`src/rtl/piso_serializer.sv`:
```
// Parallel-in, serial-out serializer with valid/ready load, framing strobe and
// synchronous abort. Back-to-back frames are accepted in the last-bit cycle.
//
// state | meaning
// IDLE  | no frame on sout; ready for a word
// SHIFT | frame bits on sout; cnt counts bits still to follow the current one
module piso_serializer #(
  parameter int WIDTH     = 8,
  parameter bit MSB_FIRST = 1'b1
) (
  input  logic             clk,
  input  logic             rst_n,
  input  logic [WIDTH-1:0] din,
  input  logic             load_valid,
  output logic             load_ready,
  input  logic             abort,
  output logic             sout,
  output logic             sout_valid,
  output logic             frame_start,
  output logic             busy
);

  localparam int CW = (WIDTH > 1) ? $clog2(WIDTH) : 1;

  typedef enum logic {IDLE = 1'b0, SHIFT = 1'b1} state_t;

  state_t           state;
  logic [WIDTH-1:0] shreg;
  logic [CW-1:0]    cnt;
  logic             fire;

  assign load_ready = ~abort & ((state == IDLE) | ((state == SHIFT) & (cnt == '0)));
  assign fire       = load_valid & load_ready;
  assign busy       = sout_valid;

  // shreg holds only the bits not yet presented; the current bit lives in sout.
  always_ff @(posedge clk or negedge rst_n) begin
    if (!rst_n) begin
      state       <= IDLE;
      shreg       <= '0;
      cnt         <= '0;
      sout        <= 1'b0;
      sout_valid  <= 1'b0;
      frame_start <= 1'b0;
    end else if (abort) begin
      state       <= IDLE;
      shreg       <= '0;
      cnt         <= '0;
      sout        <= 1'b0;
      sout_valid  <= 1'b0;
      frame_start <= 1'b0;
    end else if (fire) begin
      state       <= SHIFT;
      cnt         <= CW'(WIDTH - 1);
      sout_valid  <= 1'b1;
      frame_start <= 1'b1;
      if (MSB_FIRST) begin
        sout  <= din[WIDTH-1];
        shreg <= {din[WIDTH-2:0], 1'b0};
      end else begin
        sout  <= din[0];
        shreg <= {1'b0, din[WIDTH-1:1]};
      end
    end else if (state == SHIFT) begin
      if (cnt != '0) begin
        cnt         <= cnt - CW'(1);
        frame_start <= 1'b0;
        if (MSB_FIRST) begin
          sout  <= shreg[WIDTH-1];
          shreg <= {shreg[WIDTH-2:0], 1'b0};
        end else begin
          sout  <= shreg[0];
          shreg <= {1'b0, shreg[WIDTH-1:1]};
        end
      end else begin
        state       <= IDLE;
        shreg       <= '0;
        sout        <= 1'b0;
        sout_valid  <= 1'b0;
        frame_start <= 1'b0;
      end
    end
  end

endmodule

```
`config.mk`:
```
export PLATFORM = sky130hd
export DESIGN_NAME = piso_serializer
export DESIGN_NICKNAME = d
export VERILOG_FILES = /design/src/rtl/piso_serializer.sv
export SDC_FILE = /design/constraint.sdc
export NUM_CORES = 1
export LEC_CHECK = 0
export ABC_AREA = 1
export CAP_MARGIN = 30
export CORE_MARGIN = 3
export CORE_UTILIZATION = 45
export CTS_CLUSTER_DIAMETER = 30
export DETAILED_ROUTE_END_ITERATION = 7
export GPL_TIMING_DRIVEN = 0
export PLACE_DENSITY = 0.69
export SETUP_SLACK_MARGIN = 0.4
export SYNTH_ARGS = -nofsm -noshare
export SYNTH_HDL_FRONTEND = slang
export SYNTH_SLANG_ARGS = --single-unit
```
`constraint.sdc`:
```
create_clock -name clk -period 1.86 [get_ports clk]
set_clock_uncertainty 0.2 [all_clocks]
set_input_delay 0.465 -clock clk [delete_from_list [all_inputs] [get_ports clk]]
set_output_delay 0.465 -clock clk [all_outputs]
set_load 0.1 [all_outputs]
```
==> results of run 1 <==
-- what timing repair did --
item,4_1_cts,5_1_grt
buffers inserted,4,2
gates cloned,1,0
pin swaps,3,4
endpoints found under the setup margin,19,17
resized for setup,47,13
-- final cells by class --
cell class | count | share of cell area
plain buffers | 5 | 0.05083
multi-input cells | 69 | 0.3558
well taps | 25 | 0.02444
flip-flops and latches | 14 | 0.2786
inverters | 19 | 0.05963
repair buffers | 22 | 0.2023
clock buffers | 4 | 0.02835
-- stage by stage --
stage,hold slack (ns),utilization
after global placement,0.3011,0.6156
after CTS,0.2559,0.6872
final,0.2604,0.7255
after floorplan,-0.03059,-
after global routing,0.2655,0.7255
after detailed placement,0.3035,0.6156
-- cells in the final DEF, fill, tap and decap left out, types with 3 or more instances in the layout --
| cell type | instances |
|---|---|
| dfrtp_1 | 11 |
| inv_2 | 5 |
| nand2_4 | 4 |
| nor2_2 | 12 |
| buf_4 | 5 |
| nand4_1 | 8 |
| o21ai_2 | 3 |
| nor2_1 | 14 |
| clkdlybuf4s50_1 | 9 |
| buf_12 | 6 |
| inv_1 | 12 |
| buf_6 | 6 |
| clkbuf_4 | 3 |
| nand2_1 | 12 |
| a21oi_1 | 3 |
-- flip-flops by register name, summed over array words and instances, names as in the netlist --
register / cells
busy: 1
cnt: 3
frame_start: 1
shreg: 7
sout: 1
state: 1
-- routing by layer --
metal  vias to the layer above  share of wire
li1                        388              -
met1                       365           0.42
met2                        28           0.47
met3                        12          0.057
met4                         0          0.051
met5                         -              0
-- Yosys cell counts --
| cell | number | area [µm²] |
|---|---|---|
| a21oi_1 | 3 | 15.01 |
| buf_4 | 1 | 7.510 |
| buf_6 | 4 | 45.04 |
| dfrtp_1 | 14 | 350.3 |
| ha_1 | 2 | 25.02 |
| inv_1 | 15 | 56.30 |
| inv_2 | 3 | 11.26 |
| inv_4 | 1 | 6.260 |
| nand2_1 | 14 | 52.55 |
| nand2_2 | 2 | 12.51 |
| nand3_1 | 3 | 15.01 |
| nand3_4 | 1 | 17.52 |
| nand4_1 | 8 | 50.05 |
| nor2_1 | 16 | 60.06 |
| nor2_2 | 12 | 75.07 |
| o211ai_4 | 1 | 21.27 |
| o21ai_0 | 2 | 10.01 |
| o21ai_1 | 5 | 25.02 |
-- cell families (layout without fill, tap and decap cells) --
| kind of cell | count (synthesis) | in the layout | share of synthesized area |
|---|---|---|---|
| flip-flops | 14 | 14 | 0.4094 |
| buffers and inverters | 24 | 50 | 0.1477 |
| AND/OR/NAND/NOR | 56 | 56 | 0.3304 |
| AO/OA/AOI/OAI | 11 | 11 | 0.08332 |
| adder cells (fa/ha/maj) | 2 | 2 | 0.02924 |
-- worst reg2reg max path: cells and delay by family (launching register included) --
family,cells,cell delay (ns)
buf+inv,4,0.46
fa+ha+maj,1,0.16
simple gates,6,0.38
flops,1,0.38
-- power breakdown --
| group | internal (mW) | switching, mW |
|---|---|---|
| clock network | 0.119 | 0.117 |
| logic | 0.171 | 0.237 |
| registers | 0.339 | 0.0260 |
-- path summary, 6_finish.rpt --
check	from	endpoint	slack, ns	cells after the start
min in group asynchronous	rst_n	cnt[2]$_DFFE_PN0P_	0.36	1
worst max-delay path	cnt[0]$_DFFE_PN0P_	load_ready	-0.17	7
worst min register to register	shreg[1]$_DFFE_PN0P_	shreg[1]$_DFFE_PN0P_	0.33	2
max in group asynchronous	rst_n	busy$_DFFE_PN0P_	0.63	1
worst max register to register	cnt[1]$_DFFE_PN0P_	sout$_DFFE_PN0P_	0.18	11
worst min-delay path	load_valid	frame_start$_DFFE_PN0P_	0.26	3
==> flow_metrics.tcl, run 1 <==
set metrics [dict create \
    drc 0 \
    via_per_inst 5.019 \
    p_total_mw 1.009 \
    place_area_um2 1086 \
    slowest_delay_ns 0.39 \
    dpl.cell_count 147 \
    synth_cell_type_count 18 \
    crit_type "flop to primary output" \
    routed_wl_mm 2.029 \
    cts_tree "yes" \
    violations "negative setup slack" \
    detail_route.wl_per_cell_um 12.84 \
    final_nets 148 \
    core_area_um2 1764 \
    syn2layout_area_growth_pct 49.56 \
    diodes 0 \
    max_freq_mhz 493.2 \
    grt_max_degree 15 \
    met3_usage 0.04230 \
    postCtsHoldBufs 0 \
    gp_congestion 0.7937 \
    startpoint_type "flop" \
    synth_warnings 0 \
    dieHeight_um 49.61 \
    clk_pin_slew_worst_paths_ns 0.10 \
    hold_class "input pin to flop" \
    p_leak_nw 0.6178 \
    busiest_layer "met2" \
    end_kind "primary output" \
    die_w_um 49.61 \
    antenna_found_initial 0 \
    num_rows 15 \
    power.density_nw_per_um2 788.4 \
    cp.required_ns 1.19 \
    vias 793 \
    insertion_delay_ns 0.29 \
    ir_drop_v 0.0005535 \
    hold_violations 0 \
    cts_buffer_depth 2 \
    maxCapViolations 0 \
    cts_max_level 1 \
    drive_gt1_frac 0.4211 \
    grt_pass1_wl_mm 3.243 \
    ios 17 \
    cp_max_fo 2 \
    status "finished, violations left" \
    setup_viol 1 \
    first_iter_violations 14 \
    worst_pin_slew_ns 0.6411 \
    clock_sinks 14 \
    start_util 0.4851 \
    numCtsBuffers 3 \
    stdcell_area_um2 1280 \
    crit_buf_inv 3 \
    period_share 1.090 \
    place_ws_ns -1.081 \
    min_period_ns 2.028 \
    fin_tns_setup_ns -0.1677 \
    crit_family "flip-flops" \
    dr.pass1.iters 4 \
    ys_ff_latch 14 \
    worstPathCellList "inv_2 -> ha_4 -> nand2_4 -> nand2_4 -> inv_4 -> nor2_4 -> buf_12" \
    grt_pass1_vias 773 \
    layout.cells.non_filler 158 \
    root_buffer "clkbuf_4" \
    met2_usage 0.2907 \
    synth.cell_area_um2 855.8 \
    critPathMostFrequentCell "nand2_4" \
    regArea_um2 356.6 \
    yosysSeqAreaShare 0.4094 \
    gr-usage-met1 0.1943 \
    netlist_instances 107 \
    grt_usage 0.1695 \
    hpwl_mm 1.220 \
    overflow 0 \
    rsz0062_at_grt "yes" \
    synthesis.nets 121 \
    slew_headroom 0.5712 \
    finalMaxSlewViolations 0 \
    portBuffers 15 \
    num-fill-cells 148 \
    setup_slack_ns -0.1677 \
    multi_input_area_um2 455.4 \
    syn_area_per_cell_um2 7.998 \
    fp.dieArea_um2 2461 \
    ant_nets 0 \
    critPathArrivalTime_ns 1.36 \
    slowest_stage "dfrtp_1" \
]
No activity file was read; power rests on OpenSTA's default activity.
==> inputs of run 2 (changes only) <==
CORE_UTILIZATION = 49   (was 45)
PLACE_DENSITY = 0.74   (was 0.69)
==> flow_metrics.tcl, run 2 (same netlist as run 1, synthesis figures left out) <==
set metrics [dict create \
    power_frac_clock 0.230 \
    grt_pass1_wl_mm 3.063 \
    p_leak_nw 0.6028 \
    top_regs "shreg (7), cnt (3)" \
    insertion_delay_ns 0.27 \
    cts_buffer_depth 2 \
    stdcell_area_um2 1229 \
    root_buffer "clkbuf_4" \
    fp.dieArea_um2 2284 \
    power_switching_mw 0.3537 \
    drc 0 \
    slew_headroom 0.5773 \
    hpwl_mm 1.282 \
    ios 17 \
    grt_pass1_vias 720 \
    violations "negative setup slack" \
    syn2layout_area_growth_pct 43.57 \
    antenna_found_initial 0 \
    portBuffers 15 \
    core_area_um2 1577 \
    final_nets 147 \
    p_total_mw 0.9762 \
    numCtsBuffers 3 \
    dpl.cell_count 138 \
    hold_class "input pin to flop" \
    drive_gt1_frac 0.3939 \
    fin_tns_setup_ns -0.1551 \
    largest_reg_flops 7 \
    startpoint_type "flop" \
    cts_tree "yes" \
    min_period_ns 2.015 \
    ant_nets 0 \
    setup_viol 1 \
    cts_max_level 1 \
    critPathArrivalTime_ns 1.35 \
    vias 765 \
    internal_power_mw 0.6226 \
    grt_max_degree 15 \
    layout.cells.non_filler 148 \
    pwr-share-seq 0.372 \
    via_per_inst 5.169 \
    max_freq_mhz 496.3 \
    power.density_nw_per_um2 794.6 \
    final_common_cell "nor2_1" \
    hold_violations 0 \
    critPathMostFrequentCell "nand2_4" \
    start_util 0.5429 \
    cp_max_fo 2 \
    slowest_delay_ns 0.40 \
    setup_slack_ns -0.1551 \
    rsz0062_at_grt "yes" \
    postCtsHoldBufs 0 \
    ir_drop_v 0.0005148 \
    p_sw_frac 0.3623 \
    pwr-share-comb 0.397 \
    crit_type "flop to primary output" \
    finalMaxSlewViolations 0 \
    first_iter_violations 2 \
    clk_pin_slew_worst_paths_ns 0.08 \
    place_area_um2 1075 \
    regMostFlops "shreg" \
    clock_sinks 14 \
    grt_usage 0.1956 \
    end_kind "primary output" \
    num_rows 14 \
    detail_route.wl_per_cell_um 12.89 \
    slowest_stage "dfrtp_1" \
    maxCapViolations 0 \
    worst_pin_slew_ns 0.6320 \
    gp_congestion 0.7558 \
    period_share 1.083 \
    die_w_um 47.79 \
    diodes 0 \
    overflow 0 \
    dieHeight_um 47.79 \
    mostFrequentLayoutCells "nor2_1 (15), nand2_1 (12), nor2_2 (12)" \
    status "finished, violations left" \
    dr.pass1.iters 4 \
    routed_wl_mm 1.907 \
    worstPathCellList "inv_2 -> ha_4 -> nand2_4 -> nand2_4 -> inv_4 -> nor2_4 -> buf_12" \
    cp.required_ns 1.19 \
]
-- run 2: changes by cell type in the layout (fill, tap and decap cells not counted), sizes merged --
cell / previous run / this run
buf: 17 / 16
-- run 2: metrics by stage --
step	utilization	setup WS (ns)	hold WS, ns
global route	0.7794	-0.2248	0.2943
floorplan	-	-0.04779	-0.03059
finish	0.7794	-0.1551	0.2861
detailed placement	0.6817	-1.072	0.3066
global placement	0.6817	-1.081	0.2990
CTS	0.7667	-0.1628	0.2723
-- run 2: power by group through the flow --
stage | Clock [mW] | Sequential (mW) | Combinational (mW)
after floorplan | 0 | 0.415 | 0.193
after global placement | 0 | 0.364 | 0.318
after detailed placement | 0 | 0.366 | 0.323
after CTS | 0.227 | 0.364 | 0.377
after global routing | 0.244 | 0.367 | 0.419
final | 0.225 | 0.363 | 0.388
-- run 2: worst paths after layout --
path | startpoint | to | slack [ns] | depth (start not counted)
setup / recovery | cnt[1]$_DFFE_PN0P_ | load_ready | -0.16 | 7
hold / removal | load_valid | frame_start$_DFFE_PN0P_ | 0.29 | 3
setup reg to reg | cnt[1]$_DFFE_PN0P_ | shreg[2]$_DFFE_PN0P_ | 0.31 | 10
hold reg to reg | shreg[3]$_DFFE_PN0P_ | shreg[3]$_DFFE_PN0P_ | 0.32 | 2
max in group asynchronous | rst_n | busy$_DFFE_PN0P_ | 0.62 | 1
min in group asynchronous | rst_n | shreg[5]$_DFFE_PN0P_ | 0.36 | 1
-- run 2: what timing repair did --
action | in CTS | in global routing
pin swaps | 3 | 1
cloned | 1 | 0
buffers inserted | 4 | 1
endpoints found under the setup margin | 19 | 16
resized for setup | 51 | 3
-- run 2: area by class of cell --
cell class              instances  area (µm²)
multi-input cells              69       419.2
fillers                       109       347.8
clock buffers                   4       36.28
repair buffers                 21       255.2
flip-flops and latches         14       356.6
well taps                      16       20.02
inverters                      19       76.32
plain buffers                   5       65.06
-- run 2: critical path, delay by kind of cell (launching register included) --
family / cells / cell delay (ns)
DFF: 1 / 0.40
buffers and inverters: 3 / 0.31
adders and majority gates: 1 / 0.13
and+or+nand+nor: 3 / 0.24
-- run 2: per-layer routing --
| metal | global-route usage | wire (µm) | vias up |
|---|---|---|---|
| met5 | 0 | 0 | - |
| met4 | 0.06452 | 13 | 0 |
| met3 | 0.03759 | 63 | 2 |
| met2 | 0.3536 | 994 | 16 |
| met1 | 0.2283 | 836 | 365 |
| li1 | - | - | 382 |
